--- src/rtl/veer_types.sv ---
// Shared LFSR definitions for the PRNG generator and its receive-side checker.
package veer_types;

   localparam int unsigned LFSR_W = 32;
   localparam int unsigned TAP_A  = 31;
   localparam int unsigned TAP_B  = 23;
   localparam int unsigned TAP_C  = 15;
   localparam int unsigned TAP_D  = 7;

   typedef enum logic {
      CHK_FILL  = 1'b0,
      CHK_CHECK = 1'b1
   } chk_state_e;

   // XNOR feedback; the all-ones state maps onto itself (lock-up).
   function automatic logic lfsr_newbit(input logic [LFSR_W-1:0] s);
      return ~(s[TAP_A] ^ s[TAP_B] ^ s[TAP_C] ^ s[TAP_D]);
   endfunction

endpackage

--- src/rtl/lfsr_prng.sv ---
// XNOR LFSR random source; SIZE independent 32-bit lanes, advanced together on i_en.
module lfsr_prng
   import veer_types::*;
#(
   parameter int unsigned SIZE = 1
) (
   input  logic                     clk,
   input  logic                     rst_l,
   input  logic                     i_en,
   output logic [SIZE*LFSR_W-1:0]   o_rnd
);

   for (genvar g = 0; g < SIZE; g++) begin : g_lane
      logic [LFSR_W-1:0] r_s;

      // Shift the feedback bit into bit 0 on every enable; lane g seeds with value g.
      always_ff @(posedge clk or negedge rst_l) begin
         if (!rst_l) begin
            r_s <= LFSR_W'(g);
         end else if (i_en) begin
            r_s <= {r_s[LFSR_W-2:0], lfsr_newbit(r_s)};
         end
      end

      assign o_rnd[g*LFSR_W +: LFSR_W] = r_s;
   end

endmodule

--- config.mk ---
export PLATFORM = sky130hd
export DESIGN_NAME = lfsr_prng
export DESIGN_NICKNAME = d
export VERILOG_FILES = /design/src/rtl/veer_types.sv /design/src/rtl/lfsr_prng.sv
export SDC_FILE = /design/constraint.sdc
export NUM_CORES = 1
export LEC_CHECK = 0
export ABC_AREA = 1
export CORE_MARGIN = 2
export CORE_UTILIZATION = 46
export DETAILED_ROUTE_END_ITERATION = 10
export PLACE_DENSITY = 0.78
export SLEW_MARGIN = 20
export SYNTH_ARGS = -nofsm -noshare
export SYNTH_HDL_FRONTEND = slang
export SYNTH_SLANG_ARGS = --single-unit
--- constraint.sdc ---
create_clock -name clk -period 1.21 [get_ports clk]
set_clock_uncertainty 0.15 [all_clocks]
set_input_delay 0.242 -clock clk [delete_from_list [all_inputs] [get_ports clk]]
set_output_delay 0.242 -clock clk [all_outputs]
set_load 0.02 [all_outputs]
==> results of run 1 <==
## routing by layer
layer	global-route usage	up-vias	share of wire	wire length, um
li1	-	551	-	-
met1	0.236	534	0.44	1270
met2	0.323	29	0.50	1450
met3	0.0512	6	0.052	150
met4	0.0836	0	0.014	40
met5	0	-	0	0
## placed cells by master, fill, tap and decap left out, types with 2 or more instances in the layout
cell type	count
nand2_1	43
buf_6	34
dfrtp_1	32
buf_4	29
o21ai_0	16
o21ai_1	15
inv_1	13
clkbuf_4	5
inv_2	3
inv_4	2
clkbuf_1	2
## worst paths after layout
| kind | to | cells after the start | from |
|---|---|---|---|
| min | o_rnd[24] | 2 | rst_l |
| min in group clk | o_rnd[25] | 3 | i_en |
| max in group asynchronous | o_rnd[14] | 2 | rst_l |
| max | o_rnd[8] | 1 | o_rnd[8] |
| min reg2reg | o_rnd[30] | 2 | o_rnd[29] |
| max reg2reg | o_rnd[0] | 7 | o_rnd[31] |
## cell families (layout without fill, tap and decap cells)
family | after synthesis | after routing | share of synthesized area
flip-flops | 32 | 32 | 0.650
AND/OR/NAND/NOR | 47 | 47 | 0.144
buffers and inverters | 24 | 93 | 0.0793
AO/OA/AOI/OAI | 31 | 31 | 0.126
## final cells by class
cell class / instances / area, um^2 / share of cell area
Timing Repair Buffer: 67 / 658 / 0.334
Inverter: 18 / 72.6 / 0.0368
Clock buffer: 8 / 58.8 / 0.0298
Multi-Input combinational cell: 78 / 343 / 0.174
Sequential cell: 32 / 801 / 0.406
Tap cell: 30 / 37.5 / 0.0190
## through the flow
| stage | std cells | utilization | TNS [ns] |
|---|---|---|---|
| after floorplan | 134 | - | 0 |
| after global placement | 215 | 0.706 | -11.32 |
| after detailed placement | 215 | 0.706 | -12.65 |
| after CTS | 230 | 0.767 | -1.89 |
| after global routing | 233 | 0.788 | -2.76 |
| final | 233 | 0.788 | -1.65 |
## power by group through the flow
stage               Clock, W  Combinational, W  Sequential, W
global placement           0           0.00113        0.00138
finish              0.000628           0.00132        0.00141
detailed placement         0           0.00115        0.00139
CTS                 0.000644           0.00126        0.00140
global route        0.000693           0.00141        0.00143
floorplan                  0          0.000230        0.00164
## what timing repair did
| item | CTS | global route |
|---|---|---|
| resized for setup | 194 | 13 |
| buffers inserted | 7 | 3 |
| setup endpoints to repair | 34 | 47 |
| pin swaps | 0 | 4 |
==> out/qor.csv, run 1 <==
stage;metric;value;unit
routing;avgViaCountPerCell;4.81;
setup_path;slowest_delay;0.42;ns
synthesis;syn_nets;137;
cts;cts_buffers;5;
synthesis;synth-seq-cells;32;
routing;drc;0;
cts;clockBufferDepth;2;
synthesis;netlist_top_cells_count;nand2_1 (44), dfrtp_1 (32), inv_1 (17), o21ai_0 (17), o21ai_1 (14);
synthesis;synth_enable_flop_cells;0;
synthesis;yosysSeqAreaShare;0.650;
timing;setup_ws;-0.0846;ns
synthesis;yosysTopAreaCellShare;0.650;
floorplan;die_x;55.7;um
cts;postCtsHoldBufs;0;
routing;wl_per_cell;12.5;um
placed_design;dp_hpwl;1770;um
timing;slew_headroom;0.808;
setup_path;rrSetupSlack;0.05;ns
timing;max_freq;0.772;GHz
power_and_ir_drop;power_frac_seq;0.420;
finish;largest_reg_flops;32;
timing;min_period;1.29;ns
timing;slew_viol_final;0;
setup_path;end_kind;primary output;
synthesis;yosysWarnings;0;
setup_path;crit_slowest_cell;dfrtp_1;
routing;wirelength;2910;um
outcome;violations;setup timing;
timing;holdWs;0.120;ns
finish;stdcell_area;1970;um^2
placed_design;place.gp.congestion;0.712;
cts;htree_levels;2;
timing;fin_crit_sh;1.07;
synthesis;yosysTopAreaCell;dfrtp_1;
floorplan;die_area;3110;um^2
floorplan;io_pins;35;
timing;tightest_slew;0.288;ns
setup_path;worstPathRequired;0.82;ns
synthesis;netlist_area;1230;um^2
power_and_ir_drop;switching_share;0.332;
timing;rsz0062_at_grt;yes;
setup_path;cp.buffers_inverters;1;
global_routing;grt_pass1_wl;4640;um
power_and_ir_drop;power.share.clock;0.187;
synthesis;ys_types;10;
finish;area_growth;60.1;%
floorplan;initial_core_util;0.492;
routing;first_pass_iters;4;
power_and_ir_drop;switchingPower;0.00111;W
outcome;status;finished with violations;
setup_path;criticalPathCategory;reg -> out;
routing;vias;1120;
setup_path;crit_fanout;2;
power_and_ir_drop;ir_drop;0.00132;V
timing;finalHoldViolations;0;
synthesis;async_reset_ff_frac;1.00;
synthesis;postSynthAreaPerCell;9.19;um^2
finish;drive_above_1_share;0.384;
floorplan;rows;18;
cts;clkSinkCount;32;
finish;layout.nets;205;
global_routing;overflow;0;
setup_path;cp_top_family;flip-flops;
cts;clock_latency;0.33;ns
synthesis;syn_inst;134;
global_routing;grt_max_degree;33;
placed_design;dp_slack;-0.375;ns
cts;cts.reportedPaths.clkPinSlew;0.09;ns
cts;tritoncts;done;
power_and_ir_drop;p_int;0.00224;W
setup_path;arrival;0.90;ns
global_routing;grt_pass1_vias;1106;
synthesis;yosysMostFrequentCell;nand2_1;
power_and_ir_drop;total_power;0.00335;W
floorplan;coreArea;2500;um^2
placed_design;io_buffers;34;
power_and_ir_drop;p_per_area;1700;nW/um^2
global_routing;antenna_found_initial;0;
setup_path;start_kind;register;
placed_design;placed_area;1760;um^2
synthesis;synthTopCellsByArea;dfrtp_1 (65%), nand2_1 (13%), o21ai_0 (6.9%);
finish;final.fill_count;175;
finish;n_antenna_cell;0;
cts;root_buffer;clkbuf_4;
floorplan;die_h;55.7;um
timing;setup_violations;32;
setup_path;path_cells;buf_6;
hold_path;hold_path.class;in -> async;
routing;drt_iter0_drc;25;
global_routing;grtUsageTotal;0.194;
routing;antenna_left;0;
power_and_ir_drop;p_comb_frac;0.393;
job;drv_cap;0;
synthesis;synth_ff_type;dfrtp_1;
power_and_ir_drop;p_leak;1.03;nW
Note: power is estimated with default switching activity, not from simulation.
==> run 2: changes to the inputs <==
- CORE_MARGIN: 2 -> default
==> run 2 against run 1 <==
The run still ends with setup timing left. Setup slack got worse by 0.0035 ns. Sequential power is essentially flat. Clock power grew 2%. Power increased by 0.35%. Die area fell by 7.0%. Flip-flop and latch count did not move. Via count increased by 1.2%. First-iteration DRC count shrank 36%. Register-to-register slack got worse by 0.03 ns.
==> out/qor.csv, run 2 (synthesis results as in run 1) <==
stage;metric;value;unit
timing;rsz0062_at_grt;yes;
setup_path;start_kind;register;
setup_path;cp.buffers_inverters;1;
setup_path;slowest_delay;0.43;ns
floorplan;die_x;53.7;um
power_and_ir_drop;p_leak;1.04;nW
placed_design;io_buffers;34;
timing;max_freq;0.770;GHz
setup_path;path_cells;buf_6;
timing;tightest_slew;0.280;ns
cts;tritoncts;done;
routing;avgViaCountPerCell;4.80;
routing;wirelength;2850;um
cts;postCtsHoldBufs;0;
routing;wl_per_cell;12.1;um
timing;min_period;1.30;ns
placed_design;place.gp.congestion;0.729;
cts;clock_latency;0.34;ns
timing;slew_viol_final;0;
setup_path;arrival;0.91;ns
timing;setup_violations;32;
global_routing;grtUsageTotal;0.226;
finish;largest_reg_flops;32;
floorplan;coreArea;2500;um^2
cts;clockBufferDepth;2;
setup_path;rrSetupSlack;0.02;ns
finish;layout.nets;208;
floorplan;die_area;2890;um^2
routing;antenna_left;0;
setup_path;reg2reg_from;o_rnd[31];
setup_path;crit_slowest_cell;dfrtp_1;
setup_path;crit_fanout;2;
placed_design;dp_hpwl;1780;um
power_and_ir_drop;ir_drop;0.00141;V
finish;final_common_cell;nand2_1;
setup_path;worstPathRequired;0.82;ns
global_routing;grt_pass1_wl;4440;um
setup_path;end_kind;primary output;
finish;layout_common_cells;nand2_1 (43), buf_6 (34), buf_4 (33);
finish;drive_above_1_share;0.379;
power_and_ir_drop;total_power;0.00336;W
cts;clkSinkCount;32;
finish;area_growth;60.9;%
global_routing;grt_pass1_vias;1052;
global_routing;grt_max_degree;33;
floorplan;initial_core_util;0.492;
finish;final.fill_count;162;
power_and_ir_drop;p_per_area;1700;nW/um^2
floorplan;io_pins;35;
floorplan;rows;18;
timing;finalHoldViolations;0;
timing;fin_crit_sh;1.07;
outcome;status;finished with violations;
placed_design;dp_slack;-0.380;ns
cts;cts_buffers;5;
routing;drt_iter0_drc;16;
cts;cts.reportedPaths.clkPinSlew;0.10;ns
setup_path;r2r_cells;7;
outcome;violations;setup timing;
routing;drc;0;
timing;setup_ws;-0.0882;ns
finish;n_antenna_cell;0;
cts;root_buffer;clkbuf_4;
cts;htree_levels;2;
setup_path;r2r-end;o_rnd[0];
routing;vias;1133;
job;drv_cap;0;
hold_path;hold_path.class;in -> async;
routing;first_pass_iters;4;
setup_path;criticalPathCategory;reg -> out;
global_routing;antenna_found_initial;0;
global_routing;overflow;0;
floorplan;die_h;53.7;um
setup_path;cp_top_family;flip-flops;
timing;slew_headroom;0.813;
-- run 2: timing repair --
item / 4_1_cts / 5_1_grt
resized for setup: 194 / 7
pin swaps: 0 / 3
buffers inserted: 7 / 7
endpoints found under the hold margin: 0 / 0
endpoints found under the setup margin: 36 / 36
-- run 2: cell type report --
class                   instances  area, um^2  area share
multi-input cells              78         340       0.172
flip-flops and latches         32         801       0.404
clock buffers                   8        58.8      0.0297
repair buffers                 70         673       0.340
inverters                      18        70.1      0.0354
well taps                      30        37.5      0.0190
-- run 2: routing by layer --
metal,routed length (um),track usage,share of wire
met1,1180,0.264,0.41
met2,1420,0.364,0.50
met3,184,0.0904,0.064
met4,76,0.101,0.027
met5,0,0,0
-- run 2: where the power goes --
part	switching, W	internal [W]
registers	0.000148	0.00126
logic	0.000615	0.000702
clock network	0.000353	0.000286
total	0.00112	0.00225
-- run 2: stage by stage --
stage | std cells | hold WS [ns] | TNS, ns | utilization | instance area [um^2]
2_1_floorplan | 134 | -0.204 | 0 | - | 1230
3_3_place_gp | 215 | 0.352 | -11.28 | 0.706 | 1760
3_5_place_dp | 215 | 0.366 | -13.04 | 0.706 | 1760
4_1_cts | 230 | 0.115 | -2.28 | 0.767 | 1920
5_1_grt | 236 | 0.120 | -3.07 | 0.792 | 1980
6_report | 236 | 0.116 | -1.81 | 0.792 | 1980
-- run 2: worst max-delay path by stage --
stage	from	end	slack, ns	cells after the start
finish	o_rnd[23]	o_rnd[23]	-0.09	1
global route	o_rnd[23]	o_rnd[23]	-0.13	1
CTS	o_rnd[31]	o_rnd[31]	-0.08	1
detailed placement	i_en	o_rnd[28]	-0.38	3
global placement	i_en	o_rnd[28]	-0.32	3
floorplan	o_rnd[15]	o_rnd[0]	0.11	6
==> run 3: changes to the inputs <==
- SLEW_MARGIN: 20 -> 25
==> results of run 3 <==
The final DEF is identical to that of run 2; final timing and power are the same.
